[src/rtl/ambilight_led_tx_if.sv]
// ambilight_led_tx_if: bus between the border-averaging stage (master) and
// the ambilight strip serializer (slave). Carries the colour framebuffer,
// the delayed vsync and the serializer status/strip outputs.
// Build option LED_BRIGHTNESS_EN adds the global brightness byte.
interface ambilight_led_tx_if #(
   parameter int NLEDS = 60
) ();
   logic                  frame_vsync;
   logic [24*NLEDS-1:0]   framebuffer;
`ifdef LED_BRIGHTNESS_EN
   logic [7:0]            brightness;
`endif
   logic                  led_dout;
   logic                  busy;
   logic                  frame_sent;
   logic                  overrun;

`ifdef LED_BRIGHTNESS_EN
   modport master (
      output frame_vsync, framebuffer, brightness,
      input  led_dout, busy, frame_sent, overrun
   );
   modport slave (
      input  frame_vsync, framebuffer, brightness,
      output led_dout, busy, frame_sent, overrun
   );
`else
   modport master (
      output frame_vsync, framebuffer,
      input  led_dout, busy, frame_sent, overrun
   );
   modport slave (
      input  frame_vsync, framebuffer,
      output led_dout, busy, frame_sent, overrun
   );
`endif
endinterface

[src/rtl/ambilight_led_tx.sv]
// ambilight_led_tx: serializes NLEDS 24-bit colour words into a WS2812-class
// single-wire LED strip. A rising edge of frame_vsync snapshots the whole
// framebuffer, sends every LED as G,R,B MSB-first, then holds the line low
// for T_RESET cycles to latch the strip. Reset always ends in a full gap.
// Build option LED_BRIGHTNESS_EN: adds a brightness input that scales every
// colour byte by (brightness+1)/256, sampled once per frame at LOAD.
module ambilight_led_tx #(
   parameter int NLEDS   = 60,
   parameter int T_BIT   = 93,
   parameter int T0H     = 30,
   parameter int T1H     = 59,
   parameter int T_RESET = 6000
) (
   input  logic              clk_pixel,
   input  logic              rst_n,
   ambilight_led_tx_if.slave bus
);

   localparam int FBW = 24 * NLEDS;
   localparam int BW  = (T_BIT   > 1) ? $clog2(T_BIT)   : 1;
   localparam int GW  = (T_RESET > 1) ? $clog2(T_RESET) : 1;
   localparam int LW  = (NLEDS   > 1) ? $clog2(NLEDS)   : 1;

   localparam logic [BW-1:0] BIT_LAST = BW'(T_BIT - 1);
   localparam logic [BW-1:0] HI_ONE   = BW'(T1H);
   localparam logic [BW-1:0] HI_ZERO  = BW'(T0H);
   localparam logic [GW-1:0] GAP_LAST = GW'(T_RESET - 1);
   localparam logic [LW-1:0] LED_LAST = LW'(NLEDS - 1);

   typedef enum logic [1:0] {
      ST_IDLE = 2'd0,
      ST_LOAD = 2'd1,
      ST_BIT  = 2'd2,
      ST_GAP  = 2'd3
   } state_t;

   // Framebuffer word is {B,R,G}; the strip wants G first, then R, then B.
   function automatic logic [23:0] wire_order(input logic [23:0] w);
      return {w[7:0], w[15:8], w[23:16]};
   endfunction

`ifdef LED_BRIGHTNESS_EN
   // (c * (br+1)) >> 8 ; br = 255 leaves the byte unchanged.
   function automatic logic [7:0] scale_byte(input logic [7:0] c, input logic [7:0] br);
      logic [15:0] p;
      p = {8'd0, c} * ({8'd0, br} + 16'd1);
      return p[15:8];
   endfunction

   function automatic logic [23:0] scale_word(input logic [23:0] w, input logic [7:0] br);
      return {scale_byte(w[23:16], br), scale_byte(w[15:8], br), scale_byte(w[7:0], br)};
   endfunction
`endif

   state_t          state_q, state_d;
   logic            vsync_q;
   logic            pending_q, pending_d;
   logic            rst_gap_q, rst_gap_d;
   logic [GW-1:0]   gap_cnt_q, gap_cnt_d;
   logic [BW-1:0]   bit_cnt_q, bit_cnt_d;
   logic [4:0]      bit_idx_q, bit_idx_d;
   logic [LW-1:0]   led_idx_q, led_idx_d;
   logic [23:0]     sr_q, sr_d;
   logic [FBW-1:0]  shadow_q, shadow_d;
   logic            led_dout_q, led_dout_d;
   logic            busy_q, busy_d;
   logic            frame_sent_q, frame_sent_d;
   logic            overrun_q, overrun_d;
   logic            edge_s;
   logic [23:0]     load_word_s;
   logic [23:0]     next_word_s;

`ifdef LED_BRIGHTNESS_EN
   logic [7:0]      bright_q, bright_d;
   assign load_word_s = wire_order(scale_word(bus.framebuffer[23:0], bus.brightness));
   assign next_word_s = wire_order(scale_word(shadow_q[23:0], bright_q));
`else
   assign load_word_s = wire_order(bus.framebuffer[23:0]);
   assign next_word_s = wire_order(shadow_q[23:0]);
`endif

   assign edge_s = bus.frame_vsync & ~vsync_q;

   // Next-state, datapath and output decode for the serializer FSM.
   always_comb begin
      state_d      = state_q;
      pending_d    = pending_q;
      rst_gap_d    = rst_gap_q;
      gap_cnt_d    = gap_cnt_q;
      bit_cnt_d    = bit_cnt_q;
      bit_idx_d    = bit_idx_q;
      led_idx_d    = led_idx_q;
      sr_d         = sr_q;
      shadow_d     = shadow_q;
      led_dout_d   = 1'b0;
      frame_sent_d = 1'b0;
      overrun_d    = 1'b0;
`ifdef LED_BRIGHTNESS_EN
      bright_d     = bright_q;
`endif

      // Vsync edges arriving while busy collapse into one pending frame.
      if (edge_s && (state_q != ST_IDLE)) begin
         if (pending_q) begin
            overrun_d = 1'b1;
         end else begin
            pending_d = 1'b1;
         end
      end else begin
         pending_d = pending_q;
      end

      case (state_q)
         ST_IDLE: begin
            if (edge_s) begin
               state_d = ST_LOAD;
            end else begin
               state_d = ST_IDLE;
            end
         end

         ST_LOAD: begin
            // Word 0 goes straight to the shifter; the shadow keeps the rest.
            shadow_d  = bus.framebuffer >> 32'd24;
            sr_d      = load_word_s;
            led_idx_d = '0;
            bit_idx_d = 5'd23;
            bit_cnt_d = '0;
`ifdef LED_BRIGHTNESS_EN
            bright_d  = bus.brightness;
`endif
            state_d   = ST_BIT;
         end

         ST_BIT: begin
            led_dout_d = (bit_cnt_q < (sr_q[23] ? HI_ONE : HI_ZERO));
            if (bit_cnt_q == BIT_LAST) begin
               bit_cnt_d = '0;
               if (bit_idx_q == 5'd0) begin
                  if (led_idx_q == LED_LAST) begin
                     state_d   = ST_GAP;
                     gap_cnt_d = '0;
                  end else begin
                     led_idx_d = led_idx_q + 1'b1;
                     sr_d      = next_word_s;
                     shadow_d  = shadow_q >> 32'd24;
                     bit_idx_d = 5'd23;
                  end
               end else begin
                  sr_d      = {sr_q[22:0], 1'b0};
                  bit_idx_d = bit_idx_q - 5'd1;
               end
            end else begin
               bit_cnt_d = bit_cnt_q + 1'b1;
            end
         end

         ST_GAP: begin
            if (gap_cnt_q == GAP_LAST) begin
               // The gap forced by reset latches nothing, so no frame_sent.
               frame_sent_d = ~rst_gap_q;
               rst_gap_d    = 1'b0;
               if (pending_d) begin
                  pending_d = 1'b0;
                  state_d   = ST_LOAD;
               end else begin
                  state_d   = ST_IDLE;
               end
            end else begin
               gap_cnt_d = gap_cnt_q + 1'b1;
            end
         end

         default: begin
            state_d   = ST_GAP;
            gap_cnt_d = '0;
         end
      endcase

      busy_d = (state_d != ST_IDLE);
   end

   // State and datapath registers; reset lands in a full latch gap.
   always_ff @(posedge clk_pixel or negedge rst_n) begin
      if (!rst_n) begin
         state_q      <= ST_GAP;
         vsync_q      <= 1'b0;
         pending_q    <= 1'b0;
         rst_gap_q    <= 1'b1;
         gap_cnt_q    <= '0;
         bit_cnt_q    <= '0;
         bit_idx_q    <= 5'd0;
         led_idx_q    <= '0;
         sr_q         <= 24'd0;
         shadow_q     <= '0;
         led_dout_q   <= 1'b0;
         busy_q       <= 1'b1;
         frame_sent_q <= 1'b0;
         overrun_q    <= 1'b0;
`ifdef LED_BRIGHTNESS_EN
         bright_q     <= 8'hFF;
`endif
      end else begin
         state_q      <= state_d;
         vsync_q      <= bus.frame_vsync;
         pending_q    <= pending_d;
         rst_gap_q    <= rst_gap_d;
         gap_cnt_q    <= gap_cnt_d;
         bit_cnt_q    <= bit_cnt_d;
         bit_idx_q    <= bit_idx_d;
         led_idx_q    <= led_idx_d;
         sr_q         <= sr_d;
         shadow_q     <= shadow_d;
         led_dout_q   <= led_dout_d;
         busy_q       <= busy_d;
         frame_sent_q <= frame_sent_d;
         overrun_q    <= overrun_d;
`ifdef LED_BRIGHTNESS_EN
         bright_q     <= bright_d;
`endif
      end
   end

   assign bus.led_dout   = led_dout_q;
   assign bus.busy       = busy_q;
   assign bus.frame_sent = frame_sent_q;
   assign bus.overrun    = overrun_q;

endmodule

[src/flat_wrapper.sv]
// flat-port wrapper written by rule: the top's interface ports become plain ports
module ambilight_led_tx_flat 
#(
   parameter int NLEDS   = 60,
   parameter int T_BIT   = 93,
   parameter int T0H     = 30,
   parameter int T1H     = 59,
   parameter int T_RESET = 6000
)
  (clk_pixel, rst_n, bus_frame_vsync, bus_framebuffer, bus_led_dout, bus_busy, bus_frame_sent, bus_overrun);
  ambilight_led_tx_if #(.NLEDS(NLEDS)) bus_i ();
  input  logic clk_pixel;
  input  logic rst_n;
  input wire logic [$bits(bus_i.frame_vsync)-1:0] bus_frame_vsync;
  input wire logic [$bits(bus_i.framebuffer)-1:0] bus_framebuffer;
  output wire logic [$bits(bus_i.led_dout)-1:0] bus_led_dout;
  output wire logic [$bits(bus_i.busy)-1:0] bus_busy;
  output wire logic [$bits(bus_i.frame_sent)-1:0] bus_frame_sent;
  output wire logic [$bits(bus_i.overrun)-1:0] bus_overrun;
  assign bus_i.frame_vsync = bus_frame_vsync;
  assign bus_i.framebuffer = bus_framebuffer;
  assign bus_led_dout = bus_i.led_dout;
  assign bus_busy = bus_i.busy;
  assign bus_frame_sent = bus_i.frame_sent;
  assign bus_overrun = bus_i.overrun;
  ambilight_led_tx #(.NLEDS(NLEDS), .T_BIT(T_BIT), .T0H(T0H), .T1H(T1H), .T_RESET(T_RESET)) u_core (.clk_pixel(clk_pixel), .rst_n(rst_n), .bus(bus_i));
endmodule
[config.mk]
export PLATFORM = sky130hd
export DESIGN_NAME = ambilight_led_tx_flat
export DESIGN_NICKNAME = d
export VERILOG_FILES = /design/src/rtl/ambilight_led_tx_if.sv /design/src/rtl/ambilight_led_tx.sv /design/src/flat_wrapper.sv
export SDC_FILE = /design/constraint.sdc
export NUM_CORES = 2
export LEC_CHECK = 0
export ABC_CLOCK_PERIOD_IN_PS = 2300
export BUFFER_PORTS_ARGS = -buffer_cell sky130_fd_sc_hd__clkbuf_2
export CAP_MARGIN = 10
export CELL_PAD_IN_SITES_DETAIL_PLACEMENT = 1
export CELL_PAD_IN_SITES_GLOBAL_PLACEMENT = 1
export CORE_AREA = 2 2 569 571
export CTS_BUF_LIST = sky130_fd_sc_hd__clkbuf_4 sky130_fd_sc_hd__clkbuf_8 sky130_fd_sc_hd__clkbuf_16
export DETAILED_ROUTE_END_ITERATION = 8
export DIE_AREA = 0 0 571 573
export PLACE_DENSITY_LB_ADDON = 0.25
export SETUP_SLACK_MARGIN = 0.5
export SYNTH_ARGS = -nofsm -noshare
export SYNTH_HDL_FRONTEND = slang
export SYNTH_SLANG_ARGS = --single-unit
[constraint.sdc]
create_clock -name clk_pixel -period 2.3 [get_ports clk_pixel]
set_input_delay 0.115 -clock clk_pixel [delete_from_list [all_inputs] [get_ports clk_pixel]]
set_output_delay 0.115 -clock clk_pixel [all_outputs]
set_load 0.02 [all_outputs]
# Yosys cells after proc, flatten, opt, wreduce, memory -nomap -nowiden
# Cells that the tools add are included.
dict set report word_totals {
  ff_bits 1504
  inputBits 1443
  out_inout_bits 4
  word_cells 84
}
dict set report classes {
  add_sub_neg 4
  n_lt_le_gt_ge 1
  eq_ne 12
  muxes 39
  n_bitwise 3
  reduce_logical 11
}
# operator n
set op_table {}
lappend op_table {{1440-bit two-way mux} 3}
lappend op_table {{1440-bit one-hot mux with 2 select lines} 1}
lappend op_table {{24-bit two-way mux} 3}
lappend op_table {{13-bit two-way mux} 4}
lappend op_table {{24-bit one-hot mux with 2 select lines} 1}
lappend op_table {{13-bit one-hot mux with 2 select lines} 1}
lappend op_table {{6-bit two-way mux} 4}
lappend op_table {{5-bit two-way mux} 3}
lappend op_table {{7-bit one-hot mux with 2 select lines} 1}
lappend op_table {{13-bit by 1-bit adder with 13-bit output (second input constant)} 1}
lappend op_table {{13-bit == test (second input constant)} 1}
lappend op_table {{6-bit one-hot mux with 2 select lines} 1}
lappend op_table {{1-bit two-way mux} 10}
lappend op_table {{5-bit one-hot mux with 2 select lines} 1}
lappend op_table {{2-bit two-way mux} 4}
lappend op_table {{2-bit one-hot mux with 4 select lines} 1}
lappend op_table {{2-bit nonzero test} 4}
lappend op_table {{7-bit by 1-bit adder with 7-bit output (second input constant)} 1}
lappend op_table {{7-bit == test (second input constant)} 1}
lappend op_table {{7-bit less-than comparator} 1}
lappend op_table {{7-bit two-way mux} 1}
lappend op_table {{6-bit by 1-bit adder with 6-bit output (second input constant)} 1}
lappend op_table {{6-bit == test (second input constant)} 1}
lappend op_table {{2-bit by 1-bit inequality test with 1-bit output (second input constant)} 3}
lappend op_table {{other kinds (14)} 17}

# Logic depth before layout (Yosys ltp)
dict set report depth {
  word_depth 8
  ltp_mapped 13
  ltp_nobuf 7
}

# Worst setup path after synthesis
# No wires, ideal clock.
dict set report synth_path {
  kind {flip-flop to flip-flop}
  startpoint {reg u_core.state_q[1]}
  endpoint {reg u_core.shadow_q[683]}
  setup_time_ps 83
  t_arrival_ps 2322
  required_time_ps 2217
  setup_slack_ps -104
  path_stages_with_launch 12
  n_path_buf 5
  synth_period_minus_slack_ps 2404
  cell_sequence {dfstp_2 > ha_1 > clkbuf_1 > nand2b_1 > nor2_1 > a211o_1 > buf_2 > buf_4 > clkbuf_1 > clkbuf_1 > nand2_1 > o21ai_0}
}
dict set report synth_between {
  elab_chain_cells 3
  word_cells_on_any_way 8
  classes_between {5 x eq/ne; 1 x mux; 2 x reduce/logical}
}
# item line
set synth_lines {}
lappend synth_lines {{start, declared} ambilight_led_tx.sv:55} ;# state_t state_q, state_d;
lappend synth_lines {{start signal, assigned} ambilight_led_tx.sv:204} ;# state_q <= state_d;
lappend synth_lines {{2-bit == test or 2-bit by 1-bit == test with 1-bit output (tied branches)} ambilight_led_tx.sv:113} ;# case (state_q)
lappend synth_lines {{2-bit by 1-bit inequality test with 1-bit output (no line), or another cell as far along} -}
lappend synth_lines {{4-bit AND reduction (no line)} -}
lappend synth_lines {{end signal, assigned} ambilight_led_tx.sv:213} ;# shadow_q <= shadow_d;
lappend synth_lines {{end, declared} ambilight_led_tx.sv:64} ;# logic [FBW-1:0] shadow_q, shadow_d;
# Parallel ways exist; a longest one is shown, timed or not.
# A chain may end at the register's enable or synchronous reset.

# Final worst setup path
dict set report layout_path {
  startpoint {reg u_core.state_q[1]}
  endpoint {reg u_core.shadow_q[525]}
}
# The elaborated chain is that of the path after synthesis.

==> run_results.csv <==
group,metric,value,unit
outcome,status,"complete, but fails checks",
outcome,violations,"setup timing",
floorplanning,die_w,571,µm
worst_setup_path,start_kind,"flip-flop",
run,drv_cap,0,
global_routing,grt_pass1_wl,471,mm
sta,fmax,424,MHz
worst_setup_path,path_cells,"ha_4, buf_12, buf_12, buf_12, mux2i_2, buf_4, o21ai_0",
sta,hold_violations,0,
floorplanning,io_pins,1447,
routing,drc,0,
synth,synth_edf_count,0,
synth,ys_seq_area_share,55.0,%
clocking,root_buffer,"clkbuf_16",
clocking,h-tree-depth,4,
routing,ant_nets,0,
placed_design,place_ws,-213,ps
layout,nets,10989,
synth,ys_ff_latch,1480,
sta,setup_slack,-58.4,ps
sta,slew_viol_final,0,
hold_path,hold_path_depth,4,
clocking,path_clk_slew,70,ps
synth,post-synth-top-area-cell,"dfrtp_1",
routing,drt_iter0_drc,3256,
synth,yosysWarnings,0,
worst_setup_path,worstPathArrival,3020,ps
sta,fin_skew,109,ps
clocking,clk_latency,870,ps
floorplanning,start_util,21.0,%
sta,setup_viol,170,
floorplanning,core_area,320000,µm²
synth,netlist_area,67300,µm²
floorplanning,die_h,573,µm
clocking,cts_tree,"built",
global_routing,antenna_found_initial,190,
synth,netlist_instances,6471,
synth,synth_flop_cell,"dfrtp_1",
global_routing,grt_usage,19.6,%
global_routing,grt_overflow_total,0,
placed_design,place_area,82100,µm²
worst_setup_path,cpMostUsedCell,"buf_12",
sta,worst_pin_slew,956,ps
synth,syn_avg_cell_area,10.4,µm²
floorplanning,dieArea,327000,µm²
hold_path,min_path_type,"in2reg",
worst_setup_path,crit_required,2970,ps
layout,fin_area,105000,µm²
synth,synth_cell_types,47,
routing,wl_per_cell,24.0,µm
routing,via_per_inst,4.37,
floorplanning,num_rows,208,
power,power.leakage,0.0580,µW
clocking,cts.path.max_buffers,4,
clocking,cts_buffers,189,
synth,syn_nets,7925,
routing,drtPass1Iterations,5,
sta,slew_headroom,36.1,%
sta,final.period_utilization,103,%
worst_setup_path,cp_slowest_stage_delay,590,ps
layout,syn_to_final_growth,56.0,%
routing,postRouteWirelength,339,mm
synth,netlist.area_leader.share,54.9,%
placed_design,dp.cells,12119,
sta,rsz0062_at_grt,"true",
layout,fin_cells,14124,
global_routing,grt_pass1_vias,67632,
synth,ys_top_cells_by_area,"dfrtp_1, mux2i_1, nand2_1, o21ai_0, o21ai_1",
synth,async_flop_share,100,%
worst_setup_path,cp_max_fo,42,
power,p_per_area,636,nW/µm²
placed_design,dp_hpwl,252,mm
worst_setup_path,cpMaxStageDelayCell,"dfstp_2",
worst_setup_path,criticalPathCategory,"reg2reg",
layout,drive_gt1_share,23.4,%
worst_setup_path,endpoint_kind,"flip-flop",
placed_design,portBuffers,1446,
global_routing,grt_max_degree,163,
placed_design,gp_congestion,0.912,
layout,final_util,32.8,%
power,peakVddDrop,0.659,mV
routing,dr_total_vias,61722,
sta,min_period,2360,ps
worst_setup_path,reg2regPathDepth,7,
clocking,cts_num_sinks,1480,
layout,fill_cells,36247,
power,finalPower,66800,µW
metal layers:
metal	vias to the layer above	GRT usage [%]	part of all wire [%]	routed length, µm
li1	28683	-	-	-
met1	30506	22.7	40	136000
met2	1805	35.3	51	173000
met3	672	3.59	4.9	16700
met4	56	7.76	4.0	13600
met5	-	0	0.11	378
power breakdown:
| part | switching (µW) | internal (µW) | leakage (µW) |
|---|---|---|---|
| Clock | 12600 | 18700 | 0.00328 |
| Combinational | 3380 | 3700 | 0.0375 |
| Sequential | 995 | 27300 | 0.0173 |
| Total | 17000 | 49800 | 0.0580 |
cell usage in the layout (no fill, tap or decap), types with 11 or more instances in the layout:
cell type	instances
a22o_1	24
clkinv_2	31
clkbuf_2	1445
nor2_1	46
o21ai_0	648
buf_16	21
bufinv_16	12
buf_12	81
clkbuf_8	49
buf_4	286
a21oi_1	13
clkbuf_16	215
nand3_1	13
a21o_1	27
o21ai_1	752
mux2i_1	1402
dlygate4sd3_1	1489
clkbuf_4	38
nand4_1	11
dfrtp_1	1476
a211oi_1	24
nand2_1	1417
mux2i_2	11
buf_6	16
diode_2	134
final timing paths:
path,startpoint,endpoint,slack [ps]
worst max-delay path,u_core.state_q[1],u_core.shadow_q[525],-60
min in group asynchronous,rst_n,u_core.shadow_q[1352],110
worst min-delay path,bus_framebuffer[873],u_core.shadow_q[849],100
worst min register to register,u_core.shadow_q[16],u_core.shadow_q[16],470
max in group asynchronous,rst_n,u_core.shadow_q[98],850
worst max register to register,u_core.state_q[1],u_core.shadow_q[525],-60
worst max-delay path, delay by kind of cell (launching register included):
family | cells | cell delay [ps]
buffers and inverters | 4 | 830
flip-flops | 1 | 590
multiplexers | 1 | 410
adder cells (fa/ha/maj) | 1 | 220
AO/OA/AOI/OAI | 1 | 60
sequential cells by signal, summed over array words and instances, names as in the netlist, 2 cells and up:
signal / flops
u_core.state_q: 2
u_core.sr_q: 24
u_core.bit_idx_q: 5
u_core.led_idx_q: 6
u_core.shadow_q: 1416
u_core.bit_cnt_q: 7
u_core.gap_cnt_q: 13
what timing repair did:
item,in CTS,in global routing
pin swaps,0,2
gates cloned,0,31
endpoints found under the hold margin,2821,0
setup endpoints to repair,1473,1476
gates resized for setup,18,91
setup buffers,0,10
hold buffers,1489,0
cells by family after synthesis:
family / after synthesis / share of synthesized area, %
and+or+nand+nor: 1539 / 8.85
AOI/OAI and AO/OA: 1510 / 11.6
DFF: 1480 / 55.0
muxes: 1417 / 21.1
buffers and inverters: 504 / 3.09
adders and majority gates: 11 / 0.204
xor gates and xnor gates: 10 / 0.130
synthesized netlist by cell type (all sizes together), types with 2 or more instances:
cell type / instances
and4b: 2
o211ai: 3
o2111ai: 4
clkbuf: 344
nand2: 1424
nor2b: 8
ha: 11
nand3: 14
a21oi: 13
a21o: 27
xor2: 9
a22o: 24
nand4: 11
nor4b: 2
nor3b: 2
and3: 7
dfrtp: 1476
o21a: 2
inv: 12
and4: 3
mux2i: 1416
nor2: 47
nand2b: 4
a211oi: 24
nand4b: 2
nor3: 7
a31oi: 2
dfstp: 4
a32oi: 2
and2: 3
buf: 148
o21ai: 1404
metrics by stage:
stage	TNS, ps	hold slack (ps)
after floorplan	0	-181
after global placement	-2090	35.7
after detailed placement	-11910	37.5
after CTS	-8990	1.34
after global routing	-84470	70.8
final	-3110	101
layout make-up:
class	count	area (µm²)	share of cell area, %
Timing Repair Buffer	3365	27300	26.0
Multi-Input combinational cell	4487	28400	27.0
Sequential cell	1480	37000	35.3
Inverter	12	45.0	0.0429
Clock buffer	279	5760	5.49
Tap cell	4305	5390	5.13
Clock inverter	62	771	0.734
Antenna cell	134	335	0.319
(Power assumes the default switching activity.)
